[src/rtl/uart_reg_bridge.sv]
// uart_reg_bridge: UART command frames to register-bus write/read pulses.
// Ports:
//   clk, rst_n                    : clock, async active-low reset
//   rx_data, rx_valid             : received byte strobe
//   tx_data, tx_valid, tx_ready   : response byte handshake
//   bus_addr, bus_wdata           : bus address / write data (held)
//   bus_wr_en, bus_rd_en          : one-cycle bus pulses
//   bus_rdata                     : read data, sampled while bus_rd_en
//   busy                          : not in IDLE
//   rx_overrun                    : pulse when an rx byte is dropped
// Optional macro UART_BRIDGE_TIMEOUT_EN: inter-byte frame timeout.
module uart_reg_bridge #(
    parameter int ADDR_WIDTH     = 8,
    parameter int DATA_WIDTH     = 32,
    parameter int TIMEOUT_CYCLES = 1000000
) (
    input  logic                  clk,
    input  logic                  rst_n,
    input  logic [7:0]            rx_data,
    input  logic                  rx_valid,
    output logic [7:0]            tx_data,
    output logic                  tx_valid,
    input  logic                  tx_ready,
    output logic [ADDR_WIDTH-1:0] bus_addr,
    output logic                  bus_wr_en,
    output logic                  bus_rd_en,
    output logic [DATA_WIDTH-1:0] bus_wdata,
    input  logic [DATA_WIDTH-1:0] bus_rdata,
    output logic                  busy,
    output logic                  rx_overrun
);

    localparam int NBYTES = DATA_WIDTH / 8;
    localparam int CW     = $clog2(NBYTES + 1);

    localparam logic [7:0] CMD_W = 8'h57;
    localparam logic [7:0] CMD_R = 8'h52;
    localparam logic [7:0] RSP_K = 8'h4B;
    localparam logic [7:0] RSP_E = 8'h45;

    if ((DATA_WIDTH % 8) != 0 || DATA_WIDTH < 8 || TIMEOUT_CYCLES < 2)
    begin : g_bad_cfg
        $error("uart_reg_bridge: illegal parameters");
    end

    typedef enum logic [2:0] {
        IDLE,
        GET_ADDR,
        GET_DATA,
        BUS_WR,
        BUS_RD,
        SEND
    } state_t;

    state_t                state_q, state_d;
    logic [CW-1:0]         cnt_q, cnt_d;
    logic [DATA_WIDTH-1:0] data_q, data_d;
    logic [DATA_WIDTH-1:0] wdata_q, wdata_d;
    logic [ADDR_WIDTH-1:0] addr_q, addr_d;
    logic                  is_wr_q, is_wr_d;
    logic                  ovr_q, ovr_d;

`ifdef UART_BRIDGE_TIMEOUT_EN
    localparam int TW = $clog2(TIMEOUT_CYCLES);
    localparam logic [TW-1:0] TMO_LAST = TW'(TIMEOUT_CYCLES - 1);
    localparam logic [7:0]    RSP_T    = 8'h54;
    logic [TW-1:0] tmo_q, tmo_d;
`endif

    // Response bytes leave from the top of data_q, MSB first.
    function automatic logic [DATA_WIDTH-1:0] top_byte(input logic [7:0] b);
        return DATA_WIDTH'(b) << (DATA_WIDTH - 8);
    endfunction

    always_ff @(posedge clk or negedge rst_n) begin
        if (!rst_n) begin
            state_q <= IDLE;
            cnt_q   <= '0;
            data_q  <= '0;
            wdata_q <= '0;
            addr_q  <= '0;
            is_wr_q <= 1'b0;
            ovr_q   <= 1'b0;
`ifdef UART_BRIDGE_TIMEOUT_EN
            tmo_q   <= '0;
`endif
        end else begin
            state_q <= state_d;
            cnt_q   <= cnt_d;
            data_q  <= data_d;
            wdata_q <= wdata_d;
            addr_q  <= addr_d;
            is_wr_q <= is_wr_d;
            ovr_q   <= ovr_d;
`ifdef UART_BRIDGE_TIMEOUT_EN
            tmo_q   <= tmo_d;
`endif
        end
    end

    always_comb begin
        state_d = state_q;
        cnt_d   = cnt_q;
        data_d  = data_q;
        wdata_d = wdata_q;
        addr_d  = addr_q;
        is_wr_d = is_wr_q;
        ovr_d   = 1'b0;
        unique case (state_q)
            IDLE: begin
                if (rx_valid) begin
                    unique case (1'b1)
                        (rx_data == CMD_W): begin
                            is_wr_d = 1'b1;
                            state_d = GET_ADDR;
                        end
                        (rx_data == CMD_R): begin
                            is_wr_d = 1'b0;
                            state_d = GET_ADDR;
                        end
                        default: begin
                            data_d  = top_byte(RSP_E);
                            cnt_d   = CW'(1);
                            state_d = SEND;
                        end
                    endcase
                end
            end
            GET_ADDR: begin
                if (rx_valid) begin
                    addr_d  = ADDR_WIDTH'(rx_data);
                    cnt_d   = '0;
                    state_d = is_wr_q ? GET_DATA : BUS_RD;
                end
            end
            GET_DATA: begin
                if (rx_valid) begin
                    wdata_d = DATA_WIDTH'({wdata_q, rx_data});
                    cnt_d   = cnt_q + 1'b1;
                    if (cnt_q == CW'(NBYTES - 1)) begin
                        state_d = BUS_WR;
                    end
                end
            end
            BUS_WR: begin
                ovr_d   = rx_valid;
                data_d  = top_byte(RSP_K);
                cnt_d   = CW'(1);
                state_d = SEND;
            end
            BUS_RD: begin
                ovr_d   = rx_valid;
                data_d  = bus_rdata;
                cnt_d   = CW'(NBYTES);
                state_d = SEND;
            end
            SEND: begin
                ovr_d = rx_valid;
                if (tx_ready) begin
                    data_d = data_q << 8;
                    cnt_d  = cnt_q - 1'b1;
                    if (cnt_q == CW'(1)) begin
                        state_d = IDLE;
                    end
                end
            end
            default: state_d = IDLE;
        endcase
`ifdef UART_BRIDGE_TIMEOUT_EN
        tmo_d = '0;
        if ((state_q == GET_ADDR || state_q == GET_DATA) && !rx_valid) begin
            if (tmo_q == TMO_LAST) begin
                data_d  = top_byte(RSP_T);
                cnt_d   = CW'(1);
                state_d = SEND;
            end else begin
                tmo_d = tmo_q + 1'b1;
            end
        end
`endif
    end

    assign tx_data    = data_q[DATA_WIDTH-1 -: 8];
    assign tx_valid   = (state_q == SEND);
    assign bus_wr_en  = (state_q == BUS_WR);
    assign bus_rd_en  = (state_q == BUS_RD);
    assign bus_addr   = addr_q;
    assign bus_wdata  = wdata_q;
    assign busy       = (state_q != IDLE);
    assign rx_overrun = ovr_q;

endmodule

[config.mk]
export PLATFORM = sky130hd
export DESIGN_NAME = uart_reg_bridge
export DESIGN_NICKNAME = d
export VERILOG_FILES = /design/src/rtl/uart_reg_bridge.sv
export SDC_FILE = /design/constraint.sdc
export NUM_CORES = 1
export LEC_CHECK = 0
export CELL_PAD_IN_SITES_DETAIL_PLACEMENT = 0
export CELL_PAD_IN_SITES_GLOBAL_PLACEMENT = 1
export CORE_MARGIN = 2
export CORE_UTILIZATION = 42
export DETAILED_ROUTE_END_ITERATION = 7
export GPL_TIMING_DRIVEN = 0
export PLACE_DENSITY = 0.91
export SYNTH_ARGS = -nofsm -noshare
export SYNTH_HDL_FRONTEND = slang
export SYNTH_SLANG_ARGS = --single-unit
[constraint.sdc]
create_clock -name clk -period 2.4 [get_ports clk]
set_input_delay 0.24 -clock clk [delete_from_list [all_inputs] [get_ports clk]]
set_output_delay 0.24 -clock clk [all_outputs]
set_load 0.02 [all_outputs]
## Word level (Yosys, flattened, before mapping)

Index checks and enable logic that the tools add are counted.

- Bits in registers: 80
- Input port bits: 44
- Logic and storage cells: 60

- Multiplexer cells: 21
- Reductions and logical operators: 14
- $add $sub $neg: 2
- Eq/ne operators: 16

Operators by type and width:

| operator | number |
|---|---|
| $pmux 32 s4 | 1 |
| $mux 32 | 3 |
| $mux 3 | 13 |
| $pmux 3 s6 | 1 |
| $eq 8x7->1 const B | 2 |
| $pmux 3 s5 | 1 |
| $reduce_and 6->1 | 2 |
| $ne 2x2->1 const B | 5 |
| $eq 3x2->1 const B | 3 |
| $eq 3x1->1 const B | 2 |
| $eq 3x3->1 const B | 2 |
| $reduce_bool 6->1 | 1 |
| $ne 2x1->1 const B | 2 |
| $reduce_and 2->1 | 2 |
| $reduce_and 4->1 | 1 |
| $reduce_bool 4->1 | 1 |
| $reduce_or 2->1 | 2 |
| $add 3x1->3 const B | 1 |
| $logic_not 3->1 | 1 |
| $reduce_and 3->1 | 1 |
| $reduce_bool 3->1 | 1 |
| $reduce_or 3->1 | 1 |
| $sub 3x1->3 const B | 1 |
| $pmux 1 s2 | 1 |
| other kinds (2) | 2 |

## Depth between registers and ports, before layout

- Depth after elaboration: 5
- Depth in mapped cells: 8

## Worst setup path before layout

No wires, ideal clock.

- Kind: reg-to-reg
- Start point: reg cnt_q[0]
- End point: reg state_q[0]
- Path buffers: 0
- Setup slack: 804 ps
- Setup time: 104 ps
- Arrival time: 1,493 ps
- Stages on the path, launching flop included: 7
- Cell sequence: dfrtp_1 ha_1 ha_1 nand2b_1 a211oi_2 a211oi_2 a221oi_1

- Word-level cells in the longest chain between the ends: 3
- Elaborated cells on any way between the ends: 5
- Those cells by class: eq/ne: 4; reduce/logical: 1

Ends and longest elaborated chain:

| element | RTL line | source |
|---|---|---|
| start: declaration | 56 | `logic [CW-1:0] cnt_q, cnt_d;` |
| start signal: assignment | 89 | `cnt_q <= cnt_d;` |
| $eq 3x2->1 / $eq 3x1->1 (equally long branches) | 140, 162 |  |
| $ne 2x2->1 (no line) / $ne 2x1->1 (equally long branches) | - |  |
| $reduce_and 6->1 (no line) (*) | - |  |
| end signal: assignment | 88 | `state_q <= state_d;` |
| end: declaration | 55 | `state_t state_q, state_d;` |

Mark *: on every way between the ends. The rest lies on a longest branch, timed or not.
A chain may end at the register's enable or synchronous reset.

## Worst setup path after layout

- Start point: reg state_q[1]
- End point: out tx_valid

- Word-level cells in the longest chain between the ends: 1

Ends and longest elaborated chain:

| element | RTL line | source |
|---|---|---|
| $eq 3x3->1 | 184 | `assign tx_valid = (state_q == SEND);` |
| end: declaration | 22 | `output logic tx_valid,` |

No other way between the ends.

==> results.toml <==
[drt]
dr_total_vias = 2749
drc = 0
ant_nets = 0
finalWirelength_um = 8960
drtIter0Drc = 115
drt-pass1-iter-count = 4
wl_per_cell_um = 17.2
viasPerCell = 5.27

[sta]
fmax_ghz = 0.445
hold_violations = 0
worst_slack_ns = 0.155
period_needed_ns = 2.25
min_period_over_period_pct = 93.6
drv_slew = 0
skew_ns = 0.0142
worstMarginPinSlew_ns = 0.511
rsz0062_at_grt = "no"
setup_violations = 0
slew_headroom_pct = 66.0
holdWs_ns = 0.332

[cts]
clk_pin_slew_ns = 0.10
clk_latency_ns = 0.37
cts_tree = "done"
clock-sinks = 80
cts_setup_buffers = 0
cts-root-buf = "clkbuf_8"
ctsHtreeMaxLevel = 3
clockBufferDepth = 2
numCtsBuffers = 9

[synth]
syn-instance-count = 300
yosysSeqAreaShare_pct = 52.2
syn-num-nets = 348
syn_area_sq_mm = 0.00383
ys_types = 50
syn_area_per_cell_sq_um = 12.8
synth_warnings = 0
ys_seq_elements = 80

[global_routing]
grt-ovfl-total = 0
grt_pass1_wl_um = 14300
antenna_found_initial = 0
grt_max_degree = 55
grt_pass1_vias = 2745
grt.total_usage_pct = 18.8

[power]
intPower_mw = 4.34
powerDensity_mw_per_mm2 = 1390
pwr-share-clk_pct = 14.9
p_sw_share_pct = 39.6
p_switching_mw = 2.84
p_leak_nw = 2.30
seq_power_share_pct = 32.0
combPwrFrac_pct = 53.0
max-vdd-ir-drop_v = 0.000617

[job]
cap_violations = 0

[placed_design]
place_congestion = 0.825
portBuffers = 96
dp_slack_ns = 0.138
dpl.hpwl_um = 6460

[worst_setup_path]
start_kind = "flop"
worst_ep_required_time_ns = 2.16
crit_path_max_fanout = 10
path_class = "reg -> out"
worst_setup_path_end_kind = "primary output"
cp.arrival_ns = 2.01

[outcome]
status = "finished, final reports clean"

[die]
die_h_um = 99.5
core_sq_mm = 0.00881
dieArea_sq_mm = 0.00991
fp-row-count = 34
die_w_um = 99.5
initial_core_util_pct = 43.5
io_pins = 97

[finish]
nNetsFinal = 457
area_growth_syn_to_layout_pct = 34.9
drive_gt1_share_pct = 22.5
antenna_cells = 0

[min_path]
min_path_type = "in -> async"
## power groups by stage
stage	Combinational, mW	Sequential [mW]	Clock, mW
after floorplan	2.07	2.63	0
after global placement	3.77	2.27	0
after detailed placement	3.83	2.32	0
after CTS	3.84	2.30	1.09
after global routing	4.06	2.36	1.14
final	3.81	2.30	1.07
## cells by family after synthesis
kind of cell    after synthesis  synth area share, %
mux                          46                 16.3
buf+inv                      36                 7.35
xor+xnor                      2                0.457
flops                        80                 52.2
compound gates               79                 13.9
simple gates                 53                 8.42
fa+ha+maj                     4                 1.31
## path summary, 6_finish.rpt
path | slack [ns] | depth (start not counted) | from | to
setup / recovery | 0.15 | 5 | state_q[1]$_DFFE_PN0P_ | tx_valid
hold / removal | 0.33 | 2 | rst_n | bus_wdata[17]$_DFFE_PN0P_
setup reg to reg | 0.66 | 7 | state_q[0]$_DFFE_PN0P_ | bus_wdata[20]$_DFFE_PN0P_
hold reg to reg | 0.48 | 1 | data_q[26]$_DFFE_PN0P_ | data_q[26]$_DFFE_PN0P_
max in group asynchronous | 1.48 | 3 | rst_n | cnt_q[0]$_DFFE_PN0P_
min in group clk | 0.48 | 2 | bus_rdata[5] | data_q[5]$_DFFE_PN0P_
## metrics by stage
step / cell area [sq um] / setup TNS, ns / utilization, % / power [mW] / cells
global placement: 4930 / -138.59 / 56.0 / 6.04 / 504
CTS: 5170 / 0 / 58.7 / 7.23 / 522
floorplan: 3830 / 0 / - / 4.70 / 300
detailed placement: 4950 / 0 / 56.3 / 6.15 / 505
global route: 5170 / 0 / 58.7 / 7.57 / 522
finish: 5170 / 0 / 58.7 / 7.18 / 522
## area by class of cell
type	count	area, sq um
plain buffers	31	264
clock buffers	9	124
clock inverters	7	85.1
fillers	722	3630
inverters	5	18.8
multi-input cells	184	1550
flip-flops and latches	80	2000
well taps	108	135
repair buffers	98	993
## cell usage in the layout, fill, tap and decap left out, types with 3 or more instances in the layout
cell type and instances:
a211oi_1 3, buf_4 11, a22o_1 8, buf_2 7
a22oi_1 19, clkdlybuf4s50_1 93, clkbuf_8 9, nor3_1 3
mux2_4 30, mux2_1 10, o21ai_1 21, nand2_1 26
a21o_1 4, dfrtp_1 80, inv_6 4, nor2_1 3
mux2i_1 4, inv_1 4, o21ai_0 4, ha_1 4
buf_6 12, a21oi_1 10
## what timing repair did
| item | 4_1_cts | 5_1_grt |
|---|---|---|
| endpoints found under the hold margin | 26 | 0 |
| resized for setup | 3 | 0 |
| endpoints found under the setup margin | 2 | 0 |
| hold buffers | 1 | 0 |
## state kept, by name, summed over array words and instances, names as in the netlist
register and cells:
rx_overrun 1, state_q 3, bus_addr 8, data_q 32, cnt_q 3, bus_wdata 32
is_wr_q 1
## critical path, stage by stage (launching register included)
cell	delay (ns)
dfrtp_1	0.44
buf_6	0.17
nor2b_4	0.16
and2_1	0.24
buf_2	0.27
dlygate4sd2_1	0.36
## cell usage after synthesis, drive strengths merged
| cell type | instances | area (sq um) |
|---|---|---|
| mux2i | 4 | 40.0 |
| clkbuf | 1 | 3.75 |
| ha | 4 | 50.1 |
| inv | 5 | 18.8 |
| a21oi | 10 | 50.1 |
| a22oi | 19 | 143 |
| o211ai | 1 | 7.51 |
| o21a | 1 | 7.51 |
| a21o | 4 | 30.0 |
| a211oi | 5 | 47.5 |
| nand2b | 4 | 40.0 |
| nor2 | 5 | 37.5 |
| a221oi | 1 | 8.76 |
| and3b | 2 | 17.5 |
| xnor2 | 2 | 17.5 |
| and4bb | 1 | 12.5 |
| and2 | 2 | 12.5 |
| o21bai | 1 | 7.51 |
| nor2b | 3 | 26.3 |
| nand3b | 1 | 7.51 |
| nand4b | 2 | 23.8 |
| a22o | 8 | 70.1 |
| a41oi | 1 | 8.76 |
| nor4 | 1 | 6.26 |
| mux2 | 42 | 586 |
| o22ai | 2 | 18.8 |
| nor3 | 4 | 25.0 |
| nand3 | 1 | 5.00 |
| nand2 | 27 | 109 |
| buf | 30 | 259 |
| o21ai | 26 | 134 |
| dfrtp | 80 | 2000 |
## per-layer routing
layer  track usage [%]  wire [um]  up-vias
met4              7.90        193        0
met2              30.2       4430       75
met3              3.23        343       21
met5                 0          0        -
met1              25.2       3990     1369
li1                  -          -     1284
(Power assumes the default switching activity.)
==> RTL change 1: new RTL, same settings <==
Register the output `rx_overrun` once more, without a reset; this adds one clock of latency there. The other outputs are not delayed to match.
--- a/src/rtl/uart_reg_bridge.sv
+++ b/src/rtl/uart_reg_bridge.sv
@@ -188,5 +188,7 @@
     assign bus_wdata  = wdata_q;
     assign busy       = (state_q != IDLE);
-    assign rx_overrun = ovr_q;
+    always_ff @(posedge clk) begin
+        rx_overrun <= ovr_q;
+    end
 
 endmodule
Behaviour: not the same (Yosys sat finds a counterexample within 4 cycles, from zero or initial values and one cycle with rst_n low).
==> RTL change 1 against the original RTL <==
- routed wire length is 0.80% higher
- synthesized area rose by 0.52%
- worst setup slack improved by 4.2 ps
- sequential cell count increased by 1
- largest power group unchanged
- design area is essentially flat
- sequential share of layout area increased by 0.40 points
- non-clock buffer count stayed put
- total power is 1.1% lower
- largest cell class unchanged
==> RTL change 1: results <==
group,metric,value,unit
outcome,outcome,"finished, final reports clean",
synth,syn-num-nets,349,
global_routing,grt_pass1_vias,2727,
power,leakagePower,2.29,nW
sta,finClkSkew,9.40,ps
layout,fill_cells,699,
layout,antenna_cells,0,
clock_network,cts-root-buf,"clkbuf_8",
global_routing,grt_max_degree,64,
drt,via_per_inst,5.23,
clock_network,htreeDepth,3,
global_routing,grt_pass1_wl,14500,µm
drt,first_iter_violations,91,
drt,drtPass1Iterations,6,
clock_network,clk_pin_slew_worst_paths,80,ps
power,ir_drop,0.629,mV
layout,nets,458,
synth,synthTopCellsByArea,"dfrtp_1 (52%), mux2_4 (12%), a22oi_1 (3.7%)",
place,dpl.hpwl,6430,µm
place,gp_congestion,0.843,
sta,slew_headroom,67.2,%
synth,synth_flop_cell,"dfrtp_1",
worst_setup_path,worstPathArrival,2000,ps
synth,synth_async_sr_flop_share,98.8,%
drt,drt_wl_total,9030,µm
drt,met1_length,4150,µm
global_routing,track_usage,18.8,%
layout,drive_gt1_share,21.7,%
drt,dr_wl_met3,331,µm
clock_network,clkLatencyLatePin,350,ps
synth,yosysSeqAreaShare,52.5,%
synth,yosysUniqueCellTypes,51,
==> RTL change 1: cell count changes after synthesis, sizes merged <==
cell   delta
dfxtp     +1
==> RTL change 1: metal layers <==
layer  GRT usage, %  vias up
met5              0        -
met4           5.80        0
met3           3.69       10
met2           30.5       59
met1           25.8     1378
li1               -     1287
==> RTL change 1: cell families after synthesis <==
logic type | share of synthesized area [%]
AOI/OAI and AO/OA | 13.8
xor gates and xnor gates | 0.455
adders and majority gates | 1.30
buffers and inverters | 7.31
DFF | 52.5
muxes | 16.2
and+or+nand+nor | 8.38
==> RTL change 1: where the power goes <==
| part | switching [mW] | total [mW] | internal, mW | leakage [nW] |
|---|---|---|---|---|
| logic | 1.89 | 3.82 | 1.92 | 1.16 |
| registers | 0.373 | 2.31 | 1.94 | 1.04 |
| clock network | 0.489 | 0.976 | 0.487 | 0.0949 |
| total | 2.76 | 7.10 | 4.35 | 2.29 |
==> RTL change 1: critical path: stages (launching register included) <==
cell,delay [ps]
dfrtp_1,450
buf_6,180
nor2b_4,160
and2_1,210
buf_2,270
dlygate4sd2_1,370
==> RTL change 1: path summary, 6_finish.rpt <==
| path | depth (start not counted) | slack, ps | end |
|---|---|---|---|
| setup / recovery | 5 | 160 | tx_valid |
| hold / removal | 2 | 330 | bus_wdata[4] |
| setup reg to reg | 7 | 640 | bus_wdata[21] |
| hold reg to reg | 0 | 350 | rx_overrun |
| max in group asynchronous | 3 | 1470 | data_q[15] |
| min in group clk | 0 | 350 | rx_overrun |
==> RTL change 1: stage by stage <==
| step | util, % | std cells | area (µm²) | setup WS [ps] | TNS [ps] |
|---|---|---|---|---|---|
| finish | 58.7 | 523 | 5170 | 159 | 0 |
| global placement | 56.2 | 505 | 4950 | -1740 | -138860 |
| detailed placement | 56.5 | 506 | 4970 | 138 | 0 |
| floorplan | - | 301 | 3850 | 804 | 0 |
| CTS | 58.7 | 523 | 5170 | 152 | 0 |
| global route | 58.7 | 523 | 5170 | 71.3 | 0 |
==> RTL change 1: final cells by class <==
| class | instances | area share (%) |
|---|---|---|
| Clock inverter | 4 | 1.02 |
| Tap cell | 108 | 2.61 |
| Inverter | 5 | 0.363 |
| Multi-Input combinational cell | 184 | 30.0 |
| Timing Repair Buffer | 98 | 19.2 |
| Clock buffer | 12 | 2.61 |
| Sequential cell | 81 | 39.1 |
| Buffer | 31 | 5.11 |
==> RTL change 1: timing repair <==
item,in CTS,in global routing
endpoints found under the setup margin,2,0
hold endpoints to repair,17,0
hold buffers,1,0
gates resized for setup,3,0
==> RTL change 2: new RTL, same flow settings <==
Without the edit above. The option `UART_BRIDGE_TIMEOUT_EN` is turned on by a define.
--- a/src/rtl/uart_reg_bridge.sv
+++ b/src/rtl/uart_reg_bridge.sv
@@ -10,4 +10,6 @@
 //   rx_overrun                    : pulse when an rx byte is dropped
 // Optional macro UART_BRIDGE_TIMEOUT_EN: inter-byte frame timeout.
+`define UART_BRIDGE_TIMEOUT_EN
+
 module uart_reg_bridge #(
     parameter int ADDR_WIDTH     = 8,
Behaviour: no difference found for any inputs over 10 cycles, from zero or initial values and one cycle with rst_n low; that may be too few to reach the edited logic, so the function may still have changed.
==> RTL change 2 against the original RTL <==
- worst setup slack got worse by 61 ps
- design area increased by 20%
- hold slack improved by 42 ps
- die area increased by 22%
- synthesized area increased by 23%
- sequential power increased by 8%
- clock power increased by 33%
- routed wire length increased by 27%
- total power decreased by 4.0%
- sequential cell count increased by 20
- combinational power decreased by 22%
- largest cell class unchanged
- highest routed layer unchanged
==> RTL change 2: results <==
group,metric,value,unit
outcome,outcome,"finished, final reports clean",
global_routing,grt_max_degree,72,
clock_network,clk_pin_slew_worst_paths,80,ps
synth,synthCells,439,
power,leakagePower,2.62,nW
drt,drt_wl_total,11400,µm
global_routing,met3_usage,2.65,%
clock_network,clkLatencyLatePin,350,ps
layout,final_util,56.8,%
drt,first_iter_violations,228,
global_routing,track_usage,19.7,%
layout,nets,597,
synth,syn-num-nets,489,
global_routing,grt_pass1_vias,3873,
synth,synth_mux_area_share,10.2,%
synth,synthTopCellsByArea,"dfrtp_1 (53%), mux2_2 (9.8%), a21oi_1 (4.2%)",
drt,drtPass1Iterations,5,
power,ir_drop,0.506,mV
clock_network,cts_resized,9,
global_routing,grt_pass1_wl,18700,µm
place,dpl.hpwl,8190,µm
sta,finClkSkew,13.1,ps
place,placed_cells,676,
synth,synthAdderAreaFrac,1.59,%
drt,vias,3840,
synth,yosysUniqueCellTypes,49,
drt,via_per_inst,5.55,
layout,fill_cells,963,
synth,yosysSeqAreaShare,52.9,%
worst_setup_path,critPathMaxStageDelay,360,ps
synth,synthTopCellsByCount,"dfrtp_1 (100), mux2_2 (41), a21oi_1 (40), o21ai_0 (40), clkbuf_1 (24)",
place,pre_cts_ws,-304,ps
drt,dr_wl_met2,5770,µm
worst_setup_path,worstPathArrival,2070,ps
sta,slew_headroom,48.9,%
synth,synth_xor_xnor_area_share,2.41,%
layout,drive_gt1_share,16.7,%
global_routing,grt.met2_usage,32.0,%
drt,dr_wl_met3,471,µm
-- RTL change 2: path summary, 6_finish.rpt --
| check | endpoint | from | slack, ps |
|---|---|---|---|
| max | bus_rd_en | state_q[0] | 90 |
| min | data_q[31] | rst_n | 370 |
| max reg2reg | tmo_q[11] | tmo_q[0] | 230 |
| min reg2reg | bus_addr[4] | bus_addr[4] | 510 |
| max in group asynchronous | bus_wdata[3] | rst_n | 1350 |
| min in group clk | data_q[7] | bus_rdata[7] | 440 |
-- RTL change 2: cell type report --
cell class	count	area share, %
buffer	38	3.14
clock buffer	10	3.85
clock inverter	6	0.866
inverter	15	0.906
multi-input combinational	285	32.2
sequential	100	40.3
tap	140	2.82
timing repair buffer	98	16.0
-- RTL change 2: where the power goes --
group | switching (mW) | leakage (nW) | internal [mW]
sequential | 0.307 | 1.32 | 2.17
clock | 0.670 | 0.142 | 0.750
combinational | 1.57 | 1.16 | 1.42
total | 2.55 | 2.62 | 4.34
